[src/rtl/pipe_pkg.sv]
// Shared types for the pipeline hazard unit: in-flight entry record,
// register-file select code and the forward-select width helper.
package pipe_pkg;

  // Entry rd field is sized for the widest supported register address;
  // narrower AW values are zero-extended into it.
  localparam int MAX_AW = 16;

  localparam int FWD_RF = 0;

  typedef struct packed {
    logic              valid;
    logic              wr;
    logic              load;
    logic [MAX_AW-1:0] rd;
  } entry_t;

  function automatic int selWidth(input int stages);
    return (stages < 1) ? 1 : $clog2(stages + 1);
  endfunction

endpackage

[src/rtl/pipe_match.sv]
// Youngest-match priority encoder: finds the lowest-index valid writer of
// one source register among the in-flight entries.
module pipe_match
  import pipe_pkg::*;
#(
  parameter int STAGES = 3,
  parameter int AW = 5,
  localparam int SW = selWidth(STAGES)
) (
  input  entry_t [STAGES-1:0] entries_i,
  input  logic [AW-1:0]       rs_i,
  input  logic                used_i,
  output logic                hit_o,
  output logic [SW-1:0]       idx_o,
  output logic                load_o
);

  logic [MAX_AW-1:0] rsExt;

  assign rsExt = MAX_AW'(rs_i);

  // Scan oldest to youngest so the youngest matching entry overwrites the rest.
  always_comb begin
    hit_o  = 1'b0;
    idx_o  = '0;
    load_o = 1'b0;
    if (used_i && (rs_i != '0)) begin
      for (int k = STAGES - 1; k >= 0; k--) begin
        if (entries_i[k].valid && entries_i[k].wr && (entries_i[k].rd == rsExt)) begin
          hit_o  = 1'b1;
          idx_o  = SW'(k);
          load_o = entries_i[k].load;
        end
      end
    end
  end

endmodule

[src/rtl/pipe_hazard_unit.sv]
// In-order pipeline hazard unit: tracks in-flight writers, forwards or stalls
// on RAW hazards, flushes on redirect. Forwarding is enabled by PIPE_HAZARD_FWD_EN.
module pipe_hazard_unit
  import pipe_pkg::*;
#(
  parameter int STAGES = 3,
  parameter int AW = 5,
  parameter int LOAD_STAGE = 1
) (
  input  logic                        clk_i,
  input  logic                        rst_i,
  input  logic                        start_i,
  input  logic                        id_valid_i,
  input  logic [AW-1:0]               id_rd_i,
  input  logic                        id_reg_write_i,
  input  logic                        id_load_i,
  input  logic [AW-1:0]               id_rs1_i,
  input  logic [AW-1:0]               id_rs2_i,
  input  logic                        id_rs1_used_i,
  input  logic                        id_rs2_used_i,
  input  logic                        ex_redirect_i,
  input  logic                        ext_stall_i,
  output logic                        stall_o,
  output logic                        flush_o,
  output logic [selWidth(STAGES)-1:0] fwd1_sel_o,
  output logic [selWidth(STAGES)-1:0] fwd2_sel_o,
  output logic                        busy_o
);

  localparam int SW = selWidth(STAGES);
  localparam logic [SW-1:0] LOAD_IDX = SW'(LOAD_STAGE);
  localparam logic [SW-1:0] LAST_IDX = SW'(STAGES - 1);

  entry_t [STAGES-1:0] entries_q;
  entry_t [STAGES-1:0] entries_d;
  entry_t              idEntry;

  logic          hit1;
  logic          hit2;
  logic          load1;
  logic          load2;
  logic [SW-1:0] idx1;
  logic [SW-1:0] idx2;
  logic          hazard;
  logic          flush;
  logic          stall;
  logic          bubble;

  pipe_match #(
    .STAGES(STAGES),
    .AW    (AW)
  ) u_match1 (
    .entries_i(entries_q),
    .rs_i     (id_rs1_i),
    .used_i   (id_rs1_used_i),
    .hit_o    (hit1),
    .idx_o    (idx1),
    .load_o   (load1)
  );

  pipe_match #(
    .STAGES(STAGES),
    .AW    (AW)
  ) u_match2 (
    .entries_i(entries_q),
    .rs_i     (id_rs2_i),
    .used_i   (id_rs2_used_i),
    .hit_o    (hit2),
    .idx_o    (idx2),
    .load_o   (load2)
  );

`ifdef PIPE_HAZARD_FWD_EN
  // Only a load too young to have produced its data forces a stall.
  always_comb begin
    hazard = (hit1 && load1 && (idx1 < LOAD_IDX)) ||
             (hit2 && load2 && (idx2 < LOAD_IDX));
  end

  assign fwd1_sel_o = hit1 ? (idx1 + SW'(1)) : SW'(FWD_RF);
  assign fwd2_sel_o = hit2 ? (idx2 + SW'(1)) : SW'(FWD_RF);
`else
  logic unusedLoads;

  // Without bypass paths every producer must reach the write-through stage.
  always_comb begin
    hazard = (hit1 && (idx1 < LAST_IDX)) ||
             (hit2 && (idx2 < LAST_IDX));
  end

  assign unusedLoads = load1 | load2;
  assign fwd1_sel_o  = SW'(FWD_RF);
  assign fwd2_sel_o  = SW'(FWD_RF);
`endif

  // A redirect kills the decode instruction, so its hazard no longer matters.
  always_comb begin
    flush = ex_redirect_i && !ext_stall_i;
    stall = (hazard && !flush) || ext_stall_i;
  end

  assign stall_o = !rst_i && stall;
  assign flush_o = !rst_i && flush;

  always_comb begin
    busy_o = 1'b0;
    for (int k = 0; k < STAGES; k++) begin
      busy_o = busy_o | entries_q[k].valid;
    end
  end

  always_comb begin
    bubble  = !id_valid_i || !start_i || stall || flush;
    idEntry = '0;
    if (!bubble) begin
      idEntry.valid = 1'b1;
      idEntry.wr    = id_reg_write_i;
      idEntry.load  = id_load_i;
      idEntry.rd    = MAX_AW'(id_rd_i);
    end
    entries_d = entries_q;
    if (!ext_stall_i) begin
      for (int k = STAGES - 1; k >= 1; k--) begin
        entries_d[k] = entries_q[k-1];
      end
      entries_d[0] = idEntry;
    end
  end

  always_ff @(posedge clk_i or posedge rst_i) begin
    if (rst_i) begin
      entries_q <= '0;
    end else begin
      entries_q <= entries_d;
    end
  end

endmodule

[config.mk]
export PLATFORM = sky130hd
export DESIGN_NAME = pipe_hazard_unit
export DESIGN_NICKNAME = d
export VERILOG_FILES = /design/src/rtl/pipe_pkg.sv /design/src/rtl/pipe_match.sv /design/src/rtl/pipe_hazard_unit.sv
export SDC_FILE = /design/constraint.sdc
export NUM_CORES = 1
export LEC_CHECK = 0
export ABC_AREA = 0
export BUFFER_PORTS_ARGS = -buffer_cell sky130_fd_sc_hd__buf_2
export CAP_MARGIN = 25
export CORE_MARGIN = 2
export CORE_UTILIZATION = 45
export DETAILED_ROUTE_END_ITERATION = 10
export PLACE_DENSITY_LB_ADDON = 0.12
export REMOVE_ABC_BUFFERS = 1
export SLEW_MARGIN = 30
export SYNTH_ARGS = -nofsm -noshare
export SYNTH_HDL_FRONTEND = slang
export SYNTH_HIERARCHICAL = 1
export SYNTH_SLANG_ARGS = --single-unit
[constraint.sdc]
create_clock -name clk_i -period 1.8 [get_ports clk_i]
set_input_delay 0.18 -clock clk_i [delete_from_list [all_inputs] [get_ports clk_i]]
set_output_delay 0.18 -clock clk_i [all_outputs]
set_load 0.005 [all_outputs]
==> impl_metrics.json, run 1 <==
{
  "result_of_the_run": "finished, violations left",
  "failed_checks": "setup timing",
  "static-leakage-power_nw": 1.181,
  "period_minus_slack_ps": 2442,
  "floorplan.io_pins": 32,
  "crit_path_end": "stall_o",
  "critPathLaunchType": "flop",
  "fin_ws_ps": -641.5,
  "global_route.usage.met1_pct": 28.44,
  "syn-mean-instance-area_um2": 9.685,
  "report.final.hold_viol_count": 0,
  "maximum_number_of_pins_on_one_net_before_global_route_repair": 24,
  "timing.rr.end": "entries_q[1]$_DFFE_PP0N_",
  "final_worst_clock_skew_ps": 9.598,
  "avgViaCountPerCell": 4.400,
  "port_buffers": 26,
  "pre_cts_slack_ps": -481.9,
  "worst-r2r-cell-count": 11,
  "filler_cell_count": 295,
  "global_route.usage.met2_pct": 34.78,
  "clk_root_buffer_cell": "sky130_fd_sc_hd__clkbuf_4",
  "largestRegisters": "entries_q: 21 flops",
  "rsz0062_at_grt": "true",
  "die_area_um2": 3883,
  "top_register": "entries_q",
  "timing.reg2reg.setup_slack_ps": -450,
  "min-delay-path-class": "in -> reg",
  "worst_skew_pair.late_latency_ps": 300,
  "ir_worst_vdd_mv": 0.4010,
  "floorplan.core_area_um2": 3311,
  "postSynthCellCount": 158,
  "cts-buffers-inserted": 3,
  "cellPowerDensity_nw_per_um2": 441.1,
  "use_met3_pct": 1.812,
  "setup_viol_count_final": 8,
  "dieHeight_um": 62.32,
  "clock_sinks": 21,
  "endpoint_type_of_the_worst_setup_path": "primary output",
  "die_w_um": 62.32,
  "start_util_pct": 46.22,
  "finalPower_mw": 1.026,
  "yosysWarningCount": 6,
  "dp_hpwl_mm": 2.832,
  "initialDrtViolationCount": 78,
  "num-nets-final": 315,
  "drt.antenna.violating_nets": 0,
  "area.growth.synth_to_final_pct": 52.00,
  "clk_pin_slew_ps": 120,
  "via_count": 1474,
  "grt_pass1_wl_mm": 6.306,
  "tritoncts": "yes",
  "cts-htree-levels": 1,
  "maxCapViolCount": 0,
  "detail_route.drc_violations": 0,
  "n_antenna_cell": 0,
  "routedWlPerCell_um": 11.21,
  "max-clock-path-buffers": 2,
  "period_share_pct": 135.6,
  "worstReg2RegStart": "entries_q[40]$_DFFE_PP0N_",
  "gr-max-usage-layer": "met2",
  "fp-row-count": 21,
  "timing.critical_path.fanout_max": 2,
  "slew_violations": 0,
  "detailed_place.area_um2": 2166,
  "postRouteWirelength_mm": 3.754,
  "gp_congestion": 0.7883,
  "max_reg_flops": 21,
  "firstDrtPassIters": 4,
  "track_usage_pct": 20.15,
  "finish.instance_area_um2": 2326,
  "required_ps": 1620,
  "hold_ws_ps": 81.86,
  "synth_area_um2": 1530,
  "post_route_cells_drive_above_1_share_pct": 33.91,
  "utilization_pct": 70.26,
  "crit_type": "reg -> out",
  "arrival_ps": 2260,
  "first_global_vias": 1371,
  "grt_overflow_total": 0,
  "crit_path_start": "entries_q[40]$_DFFE_PP0N_",
  "max_freq_mhz": 409.6,
  "initial_antenna_violation_count": 0
}
## cells in the final DEF (no fill, tap or decap), types with 3 or more instances in the layout
| cell | instances |
|---|---|
| sky130_fd_sc_hd__nor4_2 | 3 |
| sky130_fd_sc_hd__clkbuf_4 | 3 |
| sky130_fd_sc_hd__nand2_1 | 10 |
| sky130_fd_sc_hd__a22o_1 | 6 |
| sky130_fd_sc_hd__nand2b_1 | 8 |
| sky130_fd_sc_hd__nor2_1 | 7 |
| sky130_fd_sc_hd__nor4_1 | 12 |
| sky130_fd_sc_hd__mux2_2 | 14 |
| sky130_fd_sc_hd__buf_4 | 36 |
| sky130_fd_sc_hd__dfrtp_1 | 21 |
| sky130_fd_sc_hd__buf_2 | 26 |
| sky130_fd_sc_hd__inv_1 | 6 |
| sky130_fd_sc_hd__nand3_1 | 6 |
| sky130_fd_sc_hd__xnor2_1 | 22 |
| sky130_fd_sc_hd__conb_1 | 70 |
## critical path, stage by stage, from the launching register on
cell and delay [ps]:
sky130_fd_sc_hd__dfrtp_1 450, sky130_fd_sc_hd__xnor2_2 190, sky130_fd_sc_hd__nand4_1 200, sky130_fd_sc_hd__nor4_4 270, sky130_fd_sc_hd__buf_4 170, sky130_fd_sc_hd__nand2_1 70, sky130_fd_sc_hd__nor3_2 210, sky130_fd_sc_hd__nor2b_4 70
sky130_fd_sc_hd__o21bai_1 140, sky130_fd_sc_hd__a21oi_1 70, sky130_fd_sc_hd__buf_2 120
## power by group
group	switching [mW]	leakage (nW)	internal, mW
clock	0.142	0.0150	0.0862
combinational	0.126	0.878	0.151
sequential	0.0257	0.288	0.495
total	0.294	1.18	0.732
## layer usage
metal  vias to the layer above  part of all wire [%]
met2                        32                    50
li1                        765                     -
met5                         -                     0
met3                         0                   3.8
met1                       677                    46
met4                         0                     0
## how the worst min path moves through the flow
| stage | depth (start not counted) | slack [ps] | start | endpoint |
|---|---|---|---|---|
| floorplan | 1 | 160 | rst_i | entries_q[0]$_DFFE_PP0N_ |
| global placement | 3 | 260 | rst_i | entries_q[0]$_DFFE_PP0N_ |
| detailed placement | 3 | 260 | rst_i | entries_q[1]$_DFFE_PP0N_ |
| CTS | 2 | 70 | id_rd_i[4] | entries_q[4]$_DFFE_PP0N_ |
| global route | 2 | 60 | id_reg_write_i | entries_q[17]$_DFFE_PP0N_ |
| finish | 2 | 80 | id_rd_i[4] | entries_q[4]$_DFFE_PP0N_ |
## area by class of cell
class / count / area, µm² / share of cell area (%)
multi-input combinational: 193 / 1261 / 54.22
sequential: 21 / 525.5 / 22.59
timing repair buffer: 65 / 432.9 / 18.61
tap: 46 / 57.56 / 2.474
clock buffer: 4 / 26.28 / 1.130
inverter: 6 / 22.52 / 0.9683
## what timing repair did
action,in CTS,in global routing
hold endpoints to repair,21,0
pin swaps,10,9
hold buffers,1,0
resized for setup,8,8
setup endpoints to repair,8,8
buffers inserted,5,1
## stage by stage
step	instances	setup TNS, ps
global route	335	-4794
global placement	324	-2353
CTS	334	-3338
detailed placement	324	-3177
finish	335	-3729
floorplan	220	-642.3
(Power assumes the default switching activity.)
==> inputs of run 2 (changes only) <==
--- a/config.mk
+++ b/config.mk
@@ -11,4 +11,5 @@
 export CORE_MARGIN = 2
 export CORE_UTILIZATION = 45
+export CTS_BUF_LIST = sky130_fd_sc_hd__clkbuf_8 sky130_fd_sc_hd__clkbuf_16
 export DETAILED_ROUTE_END_ITERATION = 10
 export PLACE_DENSITY_LB_ADDON = 0.12
==> constraint.sdc (replaced) <==
create_clock -name clk_i -period 1.8 [get_ports clk_i]
set_input_delay 0.09 -clock clk_i [delete_from_list [all_inputs] [get_ports clk_i]]
set_output_delay 0.09 -clock clk_i [all_outputs]
set_load 0.005 [all_outputs]
==> run 2 against run 1 <==
  * The flow still finishes with violations (setup timing)
  * Sequential cell count unchanged
  * Clock power increased by 43%
  * Sequential power about the same
  * Via count shrank 1.5%
  * Global-route usage grew 0.47 points
  * Hold slack worse by 47 ps
  * Maximum frequency rose by 6.1%
  * Total power up 9.3%
  * Cell count stayed put
  * Combinational power shrank 2%
==> impl_metrics.json, run 2 (synthesized netlist as in run 1, its figures left out) <==
{
  "timing.critical_path.fanout_max": 3,
  "period_minus_slack_ps": 2301,
  "fin_ws_ps": -500.6,
  "cellPowerDensity_nw_per_um2": 479.5,
  "drt.antenna.violating_nets": 0,
  "postRouteWirelength_mm": 3.784,
  "static-leakage-power_nw": 1.187,
  "placed_cells_incl_taps": 324,
  "finish.cell_count_without_fillers": 335,
  "use_met3_pct": 4.891,
  "first_global_vias": 1413,
  "max_freq_mhz": 434.7,
  "result_of_the_run": "finished, violations left",
  "grt_pass1_wl_mm": 6.368,
  "final.setup.tns_ps": -3211,
  "layout.cells.most_common": "sky130_fd_sc_hd__conb_1",
  "area.growth.synth_to_final_pct": 52.82,
  "tritoncts": "yes",
  "final_worst_clock_skew_ps": 2.266,
  "grt_overflow_total": 0,
  "finish.instance_area_um2": 2338,
  "die_area_um2": 3883,
  "post_route_cells_drive_above_1_share_pct": 34.26,
  "top_register": "entries_q",
  "filler_cell_count": 284,
  "maximum_number_of_pins_on_one_net_before_global_route_repair": 24,
  "cts-buffers-inserted": 3,
  "gp_congestion": 0.8189,
  "global_route.usage.met2_pct": 35.19,
  "dieHeight_um": 62.32,
  "timing.critical_path.max_delay_family": "simple AND/OR/NAND/NOR gates",
  "num-nets-final": 315,
  "floorplan.core_area_um2": 3311,
  "dp_hpwl_mm": 2.845,
  "slew_violations": 0,
  "floorplan.io_pins": 32,
  "n_antenna_cell": 0,
  "max_reg_flops": 21,
  "critPathLaunchType": "flop",
  "detailed_place.area_um2": 2166,
  "rsz0062_at_grt": "true",
  "ir_worst_vdd_mv": 0.5690,
  "worst_skew_pair.late_latency_ps": 260,
  "utilization_pct": 70.63,
  "detail_route.drc_violations": 0,
  "routedWlPerCell_um": 11.30,
  "multi_input_comb_area_um2": 1254,
  "mostFrequentLayoutCells": "70 x sky130_fd_sc_hd__conb_1, 37 x sky130_fd_sc_hd__buf_4, 26 x sky130_fd_sc_hd__buf_2",
  "initialDrtViolationCount": 43,
  "endpoint_type_of_the_worst_setup_path": "primary output",
  "crit_path_max_incr_delay_ps": 510,
  "cp_num_buf_inv": 1,
  "critPathSlowestCell": "sky130_fd_sc_hd__or4_4",
  "avgViaCountPerCell": 4.334,
  "cts-htree-levels": 1,
  "report.final.hold_viol_count": 0,
  "min-delay-path-class": "in -> reg",
  "port_buffers": 26,
  "crit_path_cell_trace": "xnor2_1, nand3_1, or4_4, a21oi_2, nor2b_4, o21bai_1, a21oi_1, buf_2",
  "largestRegisters": "entries_q: 21 flops",
  "global_route.usage.met1_pct": 27.12,
  "failed_checks": "setup timing",
  "finalPower_mw": 1.121,
  "max-clock-path-buffers": 2,
  "track_usage_pct": 20.63,
  "required_ps": 1710,
  "start_util_pct": 46.22,
  "initial_antenna_violation_count": 0,
  "gr-max-usage-layer": "met2",
  "arrival_ps": 2210,
  "setup_viol_count_final": 8,
  "storage_cell_area_um2": 526.8,
  "via_count": 1452,
  "die_w_um": 62.32,
  "fp-row-count": 21,
  "clock_sinks": 21,
  "firstDrtPassIters": 4,
  "maxCapViolCount": 0,
  "clk_root_buffer_cell": "sky130_fd_sc_hd__clkbuf_8",
  "crit_type": "reg -> out",
  "period_share_pct": 127.8,
  "clk_pin_slew_ps": 80
}
run 2: cell types whose count changed in the layout (fill, tap and decap cells not counted), sizes merged:
cell,previous run,this run
clkinvlp,0,1
clkbuf,4,3
run 2: worst paths after layout:
check	startpoint	to	slack, ps	depth (start not counted)
setup reg to reg	entries_q[20]$_DFFE_PP0N_	entries_q[3]$_DFFE_PP0N_	-400	9
hold reg to reg	entries_q[55]$_DFFE_PP0N_	entries_q[55]$_DFFE_PP0N_	540	1
max in group asynchronous	rst_i	entries_q[22]$_DFFE_PP0N_	1150	4
setup / recovery	entries_q[20]$_DFFE_PP0N_	stall_o	-500	8
min in group asynchronous	rst_i	entries_q[0]$_DFFE_PP0N_	410	4
hold / removal	id_rd_i[3]	entries_q[3]$_DFFE_PP0N_	30	2
run 2: metrics by stage:
step	setup WS, ps	hold WS (ps)
after CTS	-479.5	28.00
after detailed placement	-362.9	165.6
after global placement	-308.4	165.5
final	-500.6	34.47
after floorplan	-85.51	72.21
after global routing	-682.6	19.67
run 2: cell type report:
cell class / count / area share [%]
timing repair buffer: 65 / 18.35
clock buffer: 3 / 1.766
clock inverter: 1 / 0.3210
tap: 46 / 2.461
multi-input combinational: 193 / 53.61
inverter: 6 / 0.9631
sequential: 21 / 22.53
run 2: worst register-to-register path, delay by kind of cell, from the launching register on:
family / cells / cell delay (ps)
buffers and inverters: 2 / 250
and+or+nand+nor: 4 / 850
xor gates and xnor gates: 1 / 210
DFF: 1 / 440
AOI/OAI and AO/OA: 2 / 350
run 2: where the power goes:
group	switching [mW]	leakage (nW)	internal [mW]	total [mW]
clock	0.171	0.0217	0.157	0.327
sequential	0.0277	0.286	0.495	0.523
combinational	0.123	0.879	0.148	0.271
run 2: timing repair:
action                                 in CTS  in global routing
hold buffers                                1                  0
setup buffers                               6                  1
pin swaps                                   1                 11
resized for setup                           5                 10
setup endpoints to repair                   8                  8
endpoints found under the hold margin      21                  0
run 2: metal layers:
layer	wire length, µm	vias up
li1	-	766
met1	1681	649
met2	1926	31
met3	132	6
met4	44	0
met5	0	-
